--- src/rtl/hazard_flow_controller.sv ---
// Pipeline hazard/flow controller: arbitrates dmem freeze, EX redirect, load-use
// and imem wait into fetch/decode/execute control, with stall and redirect counters.
module hazard_flow_controller #(
   parameter int unsigned FLUSH_CYCLES = 1,
   parameter int unsigned CNT_W        = 32
) (
   input  logic             clk,
   input  logic             reset_n,
   input  logic [4:0]       id_rs1,
   input  logic [4:0]       id_rs2,
   input  logic             id_uses_rs1,
   input  logic             id_uses_rs2,
   input  logic             ex_mem_read,
   input  logic [4:0]       ex_rd,
   input  logic             ex_branch_taken,
   input  logic             ex_jump,
   input  logic             imem_ready,
   input  logic             dmem_busy,
   input  logic             perf_clear,
   output logic             PCWrite,
   output logic [1:0]       PCSrc,
   output logic             IF_ID_Write,
   output logic             Instr_Flush,
   output logic             id_ex_bubble,
   output logic             ex_mem_stall,
   output logic [CNT_W-1:0] stall_count,
   output logic [CNT_W-1:0] flush_count
);

   typedef enum logic {RUN, FLUSH} state_t;

   localparam logic [2:0] FLUSH_INIT = 3'(FLUSH_CYCLES);

   state_t           state_q, state_d;
   logic [2:0]       fcnt_q, fcnt_d;
   logic [CNT_W-1:0] stall_count_q, stall_count_d;
   logic [CNT_W-1:0] flush_count_q, flush_count_d;
   logic             load_use;
   logic             redirect;

   always_comb begin
      load_use = ex_mem_read && (ex_rd != 5'd0) &&
                 ((id_uses_rs1 && (id_rs1 == ex_rd)) || (id_uses_rs2 && (id_rs2 == ex_rd)));

      state_d      = state_q;
      fcnt_d       = fcnt_q;
      redirect     = 1'b0;
      PCWrite      = 1'b1;
      PCSrc        = 2'b00;
      IF_ID_Write  = 1'b1;
      Instr_Flush  = 1'b0;
      id_ex_bubble = 1'b0;
      ex_mem_stall = 1'b0;

      if (!reset_n) begin
         PCWrite      = 1'b0;
         IF_ID_Write  = 1'b0;
         Instr_Flush  = 1'b1;
         id_ex_bubble = 1'b1;
      end else if (dmem_busy) begin
         // EX is held, so any redirect re-presents once the freeze lifts
         PCWrite      = 1'b0;
         IF_ID_Write  = 1'b0;
         ex_mem_stall = 1'b1;
      end else if (ex_branch_taken || ex_jump) begin
         redirect     = 1'b1;
         PCSrc        = ex_jump ? 2'b10 : 2'b01;
         Instr_Flush  = 1'b1;
         id_ex_bubble = 1'b1;
         fcnt_d       = FLUSH_INIT;
         state_d      = (FLUSH_CYCLES != 0) ? FLUSH : RUN;
      end else if (state_q == FLUSH) begin
         PCWrite     = imem_ready;
         Instr_Flush = 1'b1;
         if (imem_ready) begin
            fcnt_d = fcnt_q - 3'd1;
            if (fcnt_q == 3'd1) state_d = RUN;
         end
      end else if (load_use) begin
         PCWrite      = 1'b0;
         IF_ID_Write  = 1'b0;
         id_ex_bubble = 1'b1;
      end else if (!imem_ready) begin
         PCWrite     = 1'b0;
         Instr_Flush = 1'b1;
      end

      stall_count_d = stall_count_q;
      flush_count_d = flush_count_q;
      if (perf_clear) begin
         stall_count_d = '0;
         flush_count_d = '0;
      end else begin
         if (!PCWrite) stall_count_d = stall_count_q + CNT_W'(1);
         if (redirect) flush_count_d = flush_count_q + CNT_W'(1);
      end
   end

   always_ff @(posedge clk or negedge reset_n) begin
      if (!reset_n) begin
         state_q       <= RUN;
         fcnt_q        <= '0;
         stall_count_q <= '0;
         flush_count_q <= '0;
      end else begin
         state_q       <= state_d;
         fcnt_q        <= fcnt_d;
         stall_count_q <= stall_count_d;
         flush_count_q <= flush_count_d;
      end
   end

   assign stall_count = stall_count_q;
   assign flush_count = flush_count_q;

endmodule

--- config.mk ---
export PLATFORM = sky130hd
export DESIGN_NAME = hazard_flow_controller
export DESIGN_NICKNAME = d
export VERILOG_FILES = /design/src/rtl/hazard_flow_controller.sv
export SDC_FILE = /design/constraint.sdc
export NUM_CORES = 1
export LEC_CHECK = 0
export CORE_MARGIN = 8
export CORE_UTILIZATION = 40
export DETAILED_ROUTE_END_ITERATION = 8
export GPL_ROUTABILITY_DRIVEN = 0
export PLACE_DENSITY = 0.79
export SLEW_MARGIN = 20
export SYNTH_ARGS = -nofsm -noshare
export SYNTH_HDL_FRONTEND = slang
export SYNTH_SLANG_ARGS = --single-unit
--- constraint.sdc ---
create_clock -name clk -period 4 [get_ports clk]
set_input_delay 1 -clock clk [delete_from_list [all_inputs] [get_ports clk]]
set_output_delay 1 -clock clk [all_outputs]
set_load 0.02 [all_outputs]
==> impl_metrics.py <==
metrics = {
    "clock_network": {
        "cts_buffers": 9,
        "cts_sinks": 68,
        "cts_tree": "yes",
        "clockRootBuffer": "clkbuf_8",
        "clkLatencyLatePin_ps": 340,
        "clock_path_buffers": 2,
        "h-tree-depth": 3,
        "clk_pin_slew_worst_paths_ps": 70,
        "cts_hold_buf": 0,
    },
    "drt": {
        "drc": 0,
        "vias_per_cell": 5.399,
        "wl_um": 10120,
        "vias": 3358,
        "drt-pass1-iter-count": 4,
        "drt_iter0_drc": 179,
        "post_drt_wl_per_cell_um": 16.28,
        "drtAntennaViolNets": 0,
    },
    "floorplan": {
        "io_pins": 96,
        "num_rows": 35,
        "die_w_um": 112.2,
        "die_area_mm2": 0.01259,
        "core_mm2": 0.009109,
        "die_h_um": 112.2,
        "start_util": 0.4066,
    },
    "final_layout": {
        "stdcell_count": 622,
        "utilization": 0.5507,
        "fillerInstances": 795,
        "layout_commonest_cell": "clkdlybuf4s50_1",
        "syn2layout_area_growth_pct": 35.44,
        "antenna_cells": 0,
        "final_cell_mix": "89 x clkdlybuf4s50_1, 68 x dfrtp_1, 65 x nor2_1",
        "nNetsFinal": 535,
        "drive_gt1_frac": 0.08415,
    },
    "critical_path": {
        "worst_setup_path_end_kind": "primary output",
        "reg2reg_from": "stall_count[10]",
        "arrival_ps": 2910,
        "ff2ff_setup_slack_ps": 1700,
        "crit_start": "ex_rd[1]",
        "worstPathRequired_ps": 3000,
        "critPathKind": "in -> out",
        "endpoint": "IF_ID_Write",
        "reg2regPathDepth": 6,
        "start_kind": "input port",
        "worst_r2r_endpoint": "stall_count[26]",
        "crit_fanout": 3,
    },
    "logic_synthesis": {
        "ys_ff_latch": 68,
        "yosys_warnings": 0,
        "synth_seq_area_share": 0.4595,
        "synth_edf_count": 0,
        "avgSynthCellArea_um2": 9.259,
        "syn_inst": 400,
        "syn_area_mm2": 0.003704,
        "synth.distinct_cells": 40,
        "ys.flop_type": "dfrtp_1",
        "async_flop_share": 1.000,
        "synth_fp_nets": 429,
    },
    "timing": {
        "setup_viol": 0,
        "hold_slack_ps": 516.8,
        "slew_violations": 0,
        "fin_crit_sh": 0.9763,
        "layout_min_cycle_time_ps": 3905,
        "timing_hold_violations_final": 0,
        "tightest_slew_ps": 996.0,
        "fin_worst_skew_ps": 13.16,
        "fmax_mhz": 256.1,
        "maxSlewHeadroom": 0.3335,
    },
    "place": {
        "dp_cells": 606,
        "port-buffer-count": 95,
        "dp_hpwl_um": 7416,
    },
    "pwr": {
        "p_per_area_mw_per_mm2": 300.4,
        "power.leakage_nw": 2.034,
        "vdd_drop_max_v": 0.0002251,
    },
    "grt": {
        "antenna_found_initial": 0,
        "grt_pass1_vias": 3336,
        "grt_usage": 0.1644,
        "grt_max_degree": 68,
        "overflow": 0,
        "grt_pass1_wl_um": 16880,
    },
    "min_path": {
        "worstHoldPathCells": 1,
        "holdCritPathClass": "reg -> reg",
    },
    "run_status": {
        "run_status": "completed",
    },
    "flow_run": {
        "cap_violations": 0,
    },
}
-- worst min path at each step --
stage	startpoint	end	slack, ps
after floorplan	fcnt_q[2]	fcnt_q[2]	450
after global placement	fcnt_q[1]	fcnt_q[1]	470
after detailed placement	fcnt_q[1]	fcnt_q[1]	510
after CTS	fcnt_q[2]	fcnt_q[2]	520
after global routing	fcnt_q[2]	fcnt_q[2]	540
final	fcnt_q[2]	fcnt_q[2]	520
-- layout make-up --
cell class / count / area (um^2) / area share
clock buffer: 10 / 137.6 / 0.02744
multi-input combinational: 310 / 1883 / 0.3754
sequential: 68 / 1702 / 0.3392
timing repair buffer: 110 / 1041 / 0.2075
tap: 111 / 138.9 / 0.02769
inverter: 7 / 26.28 / 0.005238
clock inverter: 6 / 87.58 / 0.01746
-- power by group --
| part | internal, mW | switching [mW] | leakage, nW |
|---|---|---|---|
| logic | 0.0673 | 0.0872 | 0.989 |
| clock network | 0.367 | 0.270 | 0.105 |
| registers | 0.700 | 0.0151 | 0.940 |
| total | 1.13 | 0.372 | 2.03 |
-- per-stage QoR --
step / setup slack [ps] / cell area, um^2 / setup TNS [ps] / power (mW)
after floorplan: 528.5 / 3704 / 0 / 0.8032
after global placement: -227.6 / 4802 / -774.6 / 0.8785
after detailed placement: -264.9 / 4802 / -858.2 / 0.8872
after CTS: 17.00 / 5022 / 0 / 1.525
after global routing: -3.447 / 5016 / -3.447 / 1.572
final: 94.82 / 5016 / 0 / 1.507
-- worst max-delay path: stages --
cell,delay (ps)
clkdlybuf4s50_1,430
or4_1,520
o21ai_1,130
inv_1,80
and3_2,280
nor2_1,110
dlygate4sd2_1,350
-- state kept, by name, indices dropped and copies added (netlist names) --
register,cells
fcnt_q,3
flush_count,32
stall_count,32
state_q,1
-- synthesized netlist by cell type, types with 7 or more instances --
cell / number / area share
dfrtp_1: 68 / 0.46
nor2_1: 65 / 0.066
xor2_1: 30 / 0.071
nand2_1: 28 / 0.028
xnor2_1: 27 / 0.064
a21oi_1: 23 / 0.031
nand3_1: 23 / 0.031
nand4_1: 22 / 0.037
o21ai_0: 14 / 0.019
and3_1: 12 / 0.020
clkbuf_1: 9 / 0.0091
or3_1: 8 / 0.014
inv_1: 7 / 0.0071
o21ai_1: 7 / 0.0095
or4_1: 7 / 0.014
-- cell families (layout without fill, tap and decap cells) --
kind of cell,Yosys count,in the layout,share of synthesized area
DFF,68,68,0.4595
muxes,3,3,0.008446
and+or+nand+nor,189,189,0.2571
buffers and inverters,22,133,0.03243
xor gates and xnor gates,57,57,0.1348
adders and majority gates,4,4,0.01351
AOI/OAI and AO/OA,57,57,0.09426
-- metal layers --
metal,global-route usage,wire length [um],up-vias
met4,0.06115,156,0
met1,0.2035,4441,1660
met5,0,0,-
li1,-,-,1607
met3,0.03865,441,11
met2,0.2726,5084,80
-- timing repair --
| action | 4_1_cts | 5_1_grt |
|---|---|---|
| setup endpoints to repair | 4 | 4 |
| gates cloned | 0 | 0 |
| gates resized for setup | 4 | 7 |
| setup buffers | 0 | 0 |
| pin swaps | 0 | 0 |
Note: power is estimated with default switching activity, not from simulation.
